[src/rtl/binary_2_gray_4bit.sv]
// Binary-to-Gray converter with a registered Gray stage, a combinational
// Gray-to-binary decode of that stage, a single-bit-step flag and a sticky round-trip error flag.
module binary_2_gray_4bit #(
  parameter int WIDTH = 4
) (
  input  logic [WIDTH-1:0] B,
  output logic [WIDTH-1:0] G,
  input  logic             clk,
  input  logic             rst,
  output logic [WIDTH-1:0] G_q,
  output logic [WIDTH-1:0] B_dec,
  output logic             step_ok,
  output logic             err
);

  logic [WIDTH-1:0] gray_q, gray_d;
  logic [WIDTH-1:0] bin_q, bin_d;
  logic             step_ok_q, step_ok_d;
  logic             err_q, err_d;

  logic [WIDTH-1:0] gray_diff;
  logic             one_bit_change;
  logic             round_trip_bad;

  // Pure per-bit XOR, so an X/Z on one B bit only disturbs the G bits it feeds.
  assign G = B ^ (B >> 1);

  // Each decoded bit is the XOR of all Gray bits at or above it; writing it
  // this way avoids a bit-to-bit dependency chain inside one vector.
  for (genvar i = 0; i < WIDTH; i++) begin : g_dec
    assign B_dec[i] = ^gray_q[WIDTH-1:i];
  end

  // Exactly one bit set: non-zero and clearing the lowest set bit leaves zero.
  assign gray_diff      = G ^ gray_q;
  assign one_bit_change = (gray_diff != '0) && ((gray_diff & (gray_diff - 1'b1)) == '0);

  // Compares the already-registered pair, so a mismatch is seen one cycle after the load.
  assign round_trip_bad = (B_dec != bin_q);

  // NOTE: every next-state signal gets a default before any condition, so no latch is inferred.
  always_comb begin
    gray_d    = G;
    bin_d     = B;
    step_ok_d = one_bit_change;
    err_d     = err_q | round_trip_bad;
  end

  // NOTE: state uses non-blocking assignments so all registers see pre-edge values.
  always_ff @(posedge clk) begin
    if (rst) begin
      gray_q    <= '0;
      bin_q     <= '0;
      step_ok_q <= 1'b0;
      err_q     <= 1'b0;
    end else begin
      gray_q    <= gray_d;
      bin_q     <= bin_d;
      step_ok_q <= step_ok_d;
      err_q     <= err_d;
    end
  end

  assign G_q     = gray_q;
  assign step_ok = step_ok_q;
  assign err     = err_q;

endmodule

[config.mk]
export PLATFORM = sky130hd
export DESIGN_NAME = binary_2_gray_4bit
export DESIGN_NICKNAME = d
export VERILOG_FILES = /design/src/rtl/binary_2_gray_4bit.sv
export SDC_FILE = /design/constraint.sdc
export NUM_CORES = 1
export LEC_CHECK = 0
export BUFFER_PORTS_ARGS = -buffer_cell sky130_fd_sc_hd__buf_2
export CORE_AREA = 2 2 39 41
export DETAILED_ROUTE_END_ITERATION = 8
export DIE_AREA = 0 0 41 43
export PLACE_DENSITY = 0.69
export SLEW_MARGIN = 10
export SYNTH_ARGS = -nofsm -noshare
export SYNTH_HDL_FRONTEND = slang
export SYNTH_SLANG_ARGS = --single-unit
[constraint.sdc]
create_clock -name clk -period 1.14 [get_ports clk]
set_input_delay 0.114 -clock clk [delete_from_list [all_inputs] [get_ports clk]]
set_output_delay 0.114 -clock clk [all_outputs]
set_load 0.05 [all_outputs]
==> summary.md, run 1 <==
| Metric | Value |
|---|---|
| Top cells by area, synth | dfxtp_1 (41%), xnor2_1 (14%), xor2_1 (12%), nor2b_1 (5.6%), buf_4 (5.1%) |
| Clk_skew | 0.00327 ns |
| Sw frac | 41.2% |
| Hold Vio Cnt, Final | 0 |
| Mapped cell area | 443 um2 |
| Largest net degree at the start of global routing | 9 |
| Clock Sinks | 9 |
| Root Buffer | clkbuf_4 |
| Initial antenna violation count | 0 |
| Setup CP Type | reg -> out |
| Post-synth cell types | 17 |
| Fmax | a little over 700 MHz |
| Most frequent cells after synthesis | dfxtp_1 (9), xnor2_1 (7), xor2_1 (6), nor2b_1 (4), buf_4 (3) |
| Pint | 0.687 mW |
| Yosys reg bits | 9 |
| Wirelength per Cell | 10.4 um |
| Crit path required time | 1.03 ns |
| Async S/R FF share, synth | 0% |
| Clock Latency Late Sink | between 0.2 and 0.3 ns |
| Post-Syn Nets | 51 |
| Hold crit path type | in -> reg |
| Detailed-route via count | ~380 |
| Measured slew at the worst slew-check pin | 0.323 ns |
| CTS buffer count | 3 |
| Power per standard cell area | 1460 nW/um2 |
| GR Layer Usage met2 | 22.2% |
| Ys Warns | 0 |
| Logic pwr share | 48.3% |
| Final HPWL DP | 701 um |
| Gate Count Post-Synth | 45 |
| Reg2reg setup slack | -0.25 ns |
| Max-slew violation count | 0 |
| Total GRT Usage | between 10% and 20% |
| Die Area | roughly 1800 um2 |
| EDFF count, synth | 0 |
| Reg clk slew, reported paths | roughly 0.07 ns |
| Nets@finish | 80 |
| Diode count | 0 |
| Status | finished with violations |
| Slew headroom | 78.5% |
| Count of standard-cell rows | 14 |
| Layout Cell Area excl Fill | approximately 800 um2 |
| Crit. End Element | output port |
| Met1 Usage GRT | between 10% and 20% |
| Clock buffer depth | 2 |
| Share of cells above drive strength 1 | 64.4% |
| Fin worst setup slack | -0.266 ns |
| Via density | 4.30 |
| Htree depth | 1 |
| Drt first pass iters | 4 |
| Fin crit share | 123% |
| CTS tree | yes |
| Die Wd | 41 um |
| # setup viols final | 5 |
| RSZ-0062 raised after global routing | yes |
| Syn_area_per_cell | a little under 10 um2 |
| 1st-iter DRT viols | 6 |
| Synth area leader | dfxtp_1 |
| DRC Markers | 0 |
| Max FO, Critical Path | 4 |
| Yosys top cell area share | roughly 41% |
| Die Ht | 43 um |
| Psw | 0.481 mW |
| Tmin final | 1.41 ns |
| Seq/Total Area, Yosys | around two fifths |
| Grt ovf | 0 |
| GPL Wtd Cong | 0.722 |
| CORE AREA | approximately 1400 um2 |
| First-pass GRT wire length | 1500 um |
| Setup crit start kind | flop |
| Area after DPL | just under 700 um2 |
| WP data arrival | 1.29 ns |
| Routed Wire Length | 925 um |
| Flop pwr share | between 30% and 40% |
| IO Count | 20 |
| Finished Core Util | 58.0% |
| Top-count cell post-synth | dfxtp_1 |
| Max-cap violations | 0 |
| VDD IR max | 0.000685 V |
| ANT nets after route | 0 |
| Busiest layer in global routing | met2 |
| Initial core utilization | 32.0% |
| Failing checks | negative setup slack |
| Ys flop type | dfxtp_1 |
| I/O Buffers | 19 |
| Clock power frac | 21.0% |
| Vias in the first global route | 352 |
| P_leak | ~0.35 nW |
| GR Util met3 | approximately 3.1% |
| Area Growth Syn to Fin | 81.4% |
==> per-layer routing <==
layer  share of wire [%]  vias up  routed length [um]
met5                   0        -                   0
li1                    -      196                   -
met2                  59        9                 543
met1                  37      178                 341
met3                 4.3        0                  40
met4                   0        0                   0
==> stage by stage <==
step                      setup TNS (ns)  setup slack [ns]  hold slack, ns  power (mW)  instances
after floorplan                    -1.08            -0.473           0.177       0.745         45
after global placement            -0.375            -0.111           0.382       0.849         83
after detailed placement          -0.465            -0.156           0.388       0.854         83
after CTS                          -1.12            -0.272           0.117        1.18         89
after global routing               -1.33            -0.315           0.124        1.24         89
final                              -1.07            -0.266           0.118        1.17         89
==> final cells by class <==
| cell class | instances | area [um2] |
|---|---|---|
| fill | 120 | 581 |
| multi-input combinational | 31 | 359 |
| sequential | 9 | 195 |
| timing repair buffer | 27 | 194 |
| clock buffer | 3 | 22.5 |
| tap | 16 | 20.0 |
| inverter | 2 | 7.51 |
| clock inverter | 1 | 5.00 |
==> critical path, stage by stage (launching register included) <==
cell	delay [ns]
dfxtp_4	0.36
xor2_4	0.32
xnor2_4	0.17
buf_6	0.18
==> registers in the layout, indices dropped and copies added, names as in the netlist <==
signal	cells
G_q	4
bin_q	3
step_ok	1
err	1
==> placed cells by master (no fill, tap or decap), drive strengths merged <==
cell     count
buf         23
dfxtp        9
clkbuf       7
xnor2        7
xor2         7
nor2b        4
inv          2
and2         2
nor3         2
a21oi        2
nor2         1
and3         1
a211o        1
o2111ai      1
o21ai        1
nand3        1
or3          1
clkinv       1
==> cell families after synthesis <==
group | count (synthesis) | share of synthesized area [%]
AOI/OAI and AO/OA | 5 | 7.34
xor gates and xnor gates | 14 | 29.4
buffers and inverters | 5 | 6.78
DFF | 9 | 40.7
and+or+nand+nor | 12 | 15.8
==> final timing paths <==
check / depth (start not counted) / from / endpoint
worst max register to register: 5 / G_q[3] / err
worst min-delay path: 2 / rst / err
worst max-delay path: 3 / G_q[3] / B_dec[0]
worst min register to register: 2 / err / err
==> repair_timing <==
item,in CTS,in global routing
endpoints found under the setup margin,8,9
hold buffers,0,0
buffers inserted,2,0
gates resized for setup,16,4
pin swaps,3,2
==> power groups by stage <==
stage / clock network, mW / logic [mW] / registers (mW)
after floorplan: 0 / 0.311 / 0.435
after global placement: 0 / 0.486 / 0.363
after detailed placement: 0 / 0.489 / 0.365
after CTS: 0.253 / 0.563 / 0.360
after global routing: 0.279 / 0.596 / 0.362
final: 0.246 / 0.564 / 0.359
Power figures use the tool's default switching activity.
==> inputs of run 2 (changes only) <==
--- a/config.mk
+++ b/config.mk
@@ -10,7 +10,7 @@
 export DETAILED_ROUTE_END_ITERATION = 8
 export DIE_AREA = 0 0 41 43
 export PLACE_DENSITY = 0.69
-export SLEW_MARGIN = 10
+export SLEW_MARGIN = 20
 export SYNTH_ARGS = -nofsm -noshare
 export SYNTH_HDL_FRONTEND = slang
 export SYNTH_SLANG_ARGS = --single-unit
==> constraint.sdc (replaced) <==
create_clock -name clk -period 1.14 [get_ports clk]
set_input_delay 0.171 -clock clk [delete_from_list [all_inputs] [get_ports clk]]
set_output_delay 0.171 -clock clk [all_outputs]
set_load 0.05 [all_outputs]
==> run 2 against run 1 <==
Against the previous run:
- via count is 1.6% higher
- routed wire length grew 0.43%
- power up 2.1%
- sequential cell count unchanged
- final area grew 4.8%
- critical endpoint is now B_dec[1]
- the run still ends with negative setup slack left
==> summary.md, run 2 (synthesized netlist as in run 1, its figures left out) <==
| Metric | Value |
|---|---|
| Status | finished with violations |
| CORE AREA | 1380 um2 (unchanged) |
| Cell family with most CP delay | XOR/XNOR gates |
| VDD IR max | 0.000803 V (+17%) |
| Clock buffer depth | 2 (unchanged) |
| Area after DPL | 711 um2 (+5.2%) |
| Setup crit start kind | flop |
| Grt ovf | 0 (unchanged) |
| Max-cap violations | 0 (unchanged) |
| Die Wd | 41 um (unchanged) |
| P_leak | 0.373 nW (+7.1%) |
| CP most frequent cell | xor2_4 |
| Crit path required time | 0.97 ns (-0.06 ns) |
| Fmax | 692 MHz (-2.7%) |
| Wirelength per Cell | 10.2 um (-1.8%) |
| Power per standard cell area | 1420 nW/um2 (-2.6%) |
| Fin crit share | 127% (+3.5 points) |
| Worst hold slack | 0.171 ns (+0.0530 ns) |
| CTS Hold Bufs | 0 (unchanged) |
| First-pass GRT wire length | 1380 um (-8.2%) |
| Commonest non-fill, non-tap cells in the layout | buf_2 (12), buf_4 (11), dfxtp_1 (5) |
| Drt first pass iters | 2 (-2) |
| Detailed-route via count | 389 (+1.6%) |
| Slew headroom | 78.4% (about the same) |
| Tmin final | 1.45 ns (+0.0395 ns) |
| Die Ht | 43 um (unchanged) |
| Crit. End Element | output port |
| IO Count | 20 (unchanged) |
| Worst path bufs/invs | 1 (unchanged) |
| Vias in the first global route | 356 (+1.1%) |
| RSZ-0062 raised after global routing | yes |
| Post-placement cell count | 86 (+3.6%) |
| Max reg flops | 4 (unchanged) |
| Final HPWL DP | 716 um (+2.2%) |
| Setup CP Type | reg -> out |
| # setup viols final | 6 (+1) |
| Count of standard-cell rows | 14 (unchanged) |
| Area Growth Syn to Fin | 90.1% |
| Reg2reg setup slack | -0.26 ns (about the same) |
| CTS tree | yes |
| ANT nets after route | 0 (unchanged) |
| Initial core utilization | 32.0% (unchanged) |
| Diode count | 0 (unchanged) |
| Finished Core Util | 60.8% (+2.8 points) |
| Failing checks | negative setup slack |
| Initial antenna violation count | 0 (unchanged) |
| Share of cells above drive strength 1 | 65.3% (+0.95 points) |
| Number of fill cells in the layout | 112 (-6.7%) |
| WP data arrival | 1.27 ns (-0.02 ns) |
| DRC Markers | 0 (unchanged) |
| Routed Wire Length | 929 um (+0.43%) |
| Die Area | 1760 um2 (unchanged) |
| Max FO, Critical Path | 4 (unchanged) |
| Htree depth | 1 (unchanged) |
| I/O Buffers | 19 (unchanged) |
| Total GRT Usage | 12.1% (-1.1 points) |
| Reg clk slew, reported paths | 0.06 ns (about the same) |
| Clock Sinks | 9 (unchanged) |
| Delay of the slowest critical-path stage | 0.36 ns (about the same) |
| Crit-path slowest cell | dfxtp_4 |
| Most common cell after layout, fill and taps aside | buf_2 |
| 1st-iter DRT viols | 2 (-4) |
| Hold crit path type | in -> reg |
| Clk_skew | 0.00587 ns (+0.00260 ns) |
| Max-slew violation count | 0 (unchanged) |
| Nets@finish | 82 (+2.5%) |
| Crit-path cells | xor2_4 -> xor2_4 -> buf_6 |
| Hold Vio Cnt, Final | 0 (unchanged) |
| Clock Latency Late Sink | 0.26 ns (about the same) |
| Measured slew at the worst slew-check pin | 0.323 ns (+0.000139 ns) |
| Via density | 4.27 (-0.67%) |
| Non-filler instance count after layout | 91 (+2.2%) |
| Largest net degree at the start of global routing | 9 (unchanged) |
| Root Buffer | clkbuf_4 |
| Fin worst setup slack | -0.305 ns (-0.0395 ns) |
| CTS buffer count | 3 (unchanged) |
| GPL Wtd Cong | 0.710 (-1.8%) |
| Layout Cell Area excl Fill | 842 um2 (+4.8%) |
==> run 2: final timing paths <==
check         start        to  depth (start not counted)
max          G_q[3]  B_dec[1]                          3
min             rst    G_q[2]                          2
max reg2reg  G_q[3]       err                          5
min reg2reg     err       err                          2
==> run 2: stage by stage <==
step           total power [mW]  setup TNS [ns]  setup slack (ns)
3_3_place_gp              0.876          -0.547            -0.153
2_1_floorplan             0.745           -1.20            -0.473
4_1_cts                    1.19           -1.41            -0.324
5_1_grt                    1.25           -1.66            -0.378
3_5_place_dp              0.881          -0.600            -0.160
6_report                   1.19           -1.32            -0.305
==> run 2: layer usage <==
layer / GRT usage [%] / vias to the layer above / wire length (um)
met4: 10.0 / 0 / 10
met1: 13.6 / 178 / 343
met2: 17.8 / 9 / 543
met5: 0 / - / 0
met3: 3.14 / 2 / 31
li1: - / 200 / -
==> run 2: where the power goes <==
group / switching [mW] / internal [mW]
clock: 0.112 / 0.129
combinational: 0.351 / 0.245
sequential: 0.0193 / 0.338
total: 0.482 / 0.712
==> run 2: repair_timing <==
item / CTS / global route
hold endpoints to repair: 0 / 0
cloned: 0 / 0
endpoints found under the setup margin: 10 / 7
pin swaps: 5 / 3
setup buffers: 1 / 0
resized for setup: 17 / 4
==> run 2: worst reg2reg max path, delay by kind of cell, from the launching register on <==
family | cells | cell delay (ns)
flip-flops | 1 | 0.36
XOR/XNOR | 1 | 0.22
buffers and inverters | 1 | 0.16
AO/OA/AOI/OAI | 2 | 0.20
AND/OR/NAND/NOR | 1 | 0.36
==> run 2: cell type report <==
type / count / area [um2] / share of cell area [%]
inverter: 2 / 7.51 / 0.892
clock inverter: 1 / 5.00 / 0.594
timing repair buffer: 29 / 226 / 26.9
clock buffer: 3 / 22.5 / 2.67
tap: 16 / 20.0 / 2.38
multi-input combinational: 31 / 365 / 43.4
sequential: 9 / 195 / 23.2
==> inputs of run 3 (changes only) <==
--- a/config.mk
+++ b/config.mk
@@ -14,3 +14,4 @@
 export SYNTH_ARGS = -nofsm -noshare
 export SYNTH_HDL_FRONTEND = slang
 export SYNTH_SLANG_ARGS = --single-unit
+export TNS_END_PERCENT = 10
==> run 3 against run 2 <==
Against the previous run:
- the flow still finishes with violations (negative setup slack)
- die area is the same
- worst setup slack lost 0.012 ns
- sequential power is essentially flat
- register-to-register slack better by 0.11 ns
- combinational power shrank 6.9%
- via count grew 0.26%
- first-iteration DRC count is 100% lower
- count of clock-buffer cells in the layout rose by 1
- global-route usage increased by 1.9 points
- fmax fell by 0.82%
- hold slack better by 0.0089 ns
- highest routed layer unchanged
==> summary.md, run 3 (synthesized netlist as in run 1, its figures left out) <==
| Metric | Value |
|---|---|
| Number of fill cells in the layout | 128 (+14%) |
| Area Growth Syn to Fin | 74.0% |
| Slew headroom | 77.4% (-1.0 points) |
| Setup crit start kind | flop |
| Post-placement cell count | 86 (unchanged) |
| Multi-input logic area | 314 um2 (-14%) |
| Fmax | 686 MHz (-0.82%) |
| Delay of the slowest critical-path stage | 0.36 ns (about the same) |
| Pwr Total | 1.15 mW (-3.6%) |
| Clock Latency Late Sink | 0.25 ns (about the same) |
| CTS tree | yes |
| Crit-path slowest cell | dfxtp_4 |
| Hold Crit Start | rst |
| Routed Wire Length | 923 um (-0.65%) |
| Failing checks | negative setup slack |
| WP data arrival | 1.29 ns (+0.02 ns) |
| Commonest non-fill, non-tap cells in the layout | buf_2 (12), buf_4 (9), buf_6 (6) |
| Via density | 4.33 (+1.4%) |
| Setup CP Type | reg -> out |
| 1st-iter DRT viols | 0 (-2) |
| Sequential Area | 193 um2 (-1.3%) |
| Fin worst setup slack | -0.317 ns (-0.0119 ns) |
| Post-CTS Setup Repair Bufs | 0 (-1) |
| Htree depth | 1 (unchanged) |
| RSZ-0062 raised after global routing | yes |
| Total GRT Usage | 13.9% (+1.9 points) |
| Initial core utilization | 32.0% (unchanged) |
| IO Count | 20 (unchanged) |
| Worst setup path start | G_q[3] |
| Wirelength per Cell | 10.3 um (+0.46%) |
| Largest net degree at the start of global routing | 9 (unchanged) |
| Power per standard cell area | 1490 nW/um2 (+5.3%) |
| Grt ovf | 0 (unchanged) |
| Initial antenna violation count | 0 (unchanged) |
| Worst hold slack | 0.180 ns (+0.00890 ns) |
| Clock Sinks | 9 (unchanged) |
| Post-placement setup slack | -0.169 ns (-0.00882 ns) |
| # setup viols final | 6 (unchanged) |
| P_leak | 0.345 nW (-7.4%) |
| Fin crit share | 128% (+1.0 points) |
| Clock buffer depth | 2 (unchanged) |
| Status | finished with violations |
| Root Buffer | clkbuf_4 |
| VDD IR max | 0.000591 V (-26%) |
| Busiest layer in global routing | met2 |
| CTS buffer count | 3 (unchanged) |
| GR Util met3 | 1.57% (-1.6 points) |
| Finished Core Util | 55.7% (-5.2 points) |
| Area after DPL | 667 um2 (-6.2%) |
| Final HPWL DP | 740 um (+3.3%) |
| Reg clk slew, reported paths | 0.06 ns (about the same) |
| Crit-path cells | xor2_4 -> xnor2_4 -> buf_6 |
| Setup_tns | -1.26 ns (+0.0617 ns) |
| Detailed-route via count | 390 (+0.26%) |
| Worst path bufs/invs | 1 (unchanged) |
| Worst reg2reg startpoint | G_q[3] |
| Non-filler instance count after layout | 90 (-1.1%) |
| Layout Cell Area excl Fill | 771 um2 (-8.5%) |
| Diode count | 0 (unchanged) |
| Clk_skew | 0.00140 ns (-0.00447 ns) |
| First-pass GRT wire length | 1570 um (+13%) |
| Vias in the first global route | 384 (+7.9%) |
| GPL Wtd Cong | 0.769 (+8.3%) |
| Count of standard-cell rows | 14 (unchanged) |
| Crit path required time | 0.97 ns (about the same) |
| Die Wd | 41 um (unchanged) |
| Max reg flops | 4 (unchanged) |
| CORE AREA | 1380 um2 (unchanged) |
| Max-cap violations | 0 (unchanged) |
| Cell family with most CP delay | XOR/XNOR gates |
| ANT nets after route | 0 (unchanged) |
| Crit. End Element | output port |
| Die Ht | 43 um (unchanged) |
| Max FO, Critical Path | 5 (+1) |
| Drt first pass iters | 1 (-1) |
| Max-slew violation count | 0 (unchanged) |
| DRC Markers | 0 (unchanged) |
| GR Layer Usage met2 | 20.6% (+2.8 points) |
| Tmin final | 1.46 ns (+0.0119 ns) |
| Met1 Usage GRT | 15.7% (+2.2 points) |
| Hold crit path type | in -> reg |
| Hold Vio Cnt, Final | 0 (unchanged) |
| Die Area | 1760 um2 (unchanged) |
| Share of cells above drive strength 1 | 59.5% (-5.9 points) |
| I/O Buffers | 19 (unchanged) |
| Most common cell after layout, fill and taps aside | buf_2 |
| Measured slew at the worst slew-check pin | 0.338 ns (+0.0156 ns) |
| Nets@finish | 81 (-1.2%) |
[run 3: where the power goes]
part | total [mW] | leakage (nW) | switching, mW | internal, mW
Sequential | 0.359 | 0.0770 | 0.0202 | 0.339
Clock | 0.237 | 0.0150 | 0.102 | 0.134
Combinational | 0.554 | 0.253 | 0.336 | 0.218
Total | 1.15 | 0.345 | 0.459 | 0.691
[run 3: per-layer routing]
| metal | up-vias | share of wire (%) |
|---|---|---|
| met4 | 0 | 2.1 |
| li1 | 200 | - |
| met5 | - | 0 |
| met3 | 2 | 3.9 |
| met2 | 10 | 55 |
| met1 | 178 | 39 |
[run 3: repair_timing]
action,CTS,global route
hold buffers,0,0
pin swaps,1,1
endpoints found under the setup margin,9,9
resized for setup,14,7
[run 3: cell type report]
class / count / share of cell area, %
Timing Repair Buffer: 28 / 27.3
Tap cell: 16 / 2.60
Clock buffer: 4 / 3.41
Sequential cell: 9 / 25.0
Inverter: 2 / 0.974
Multi-Input combinational cell: 31 / 40.7
[run 3: final timing paths]
check / depth (start not counted) / slack (ns) / endpoint
max: 3 / -0.32 / B_dec[0]
min: 2 / 0.18 / G_q[2]
max reg2reg: 4 / -0.15 / err
min reg2reg: 2 / 0.51 / err
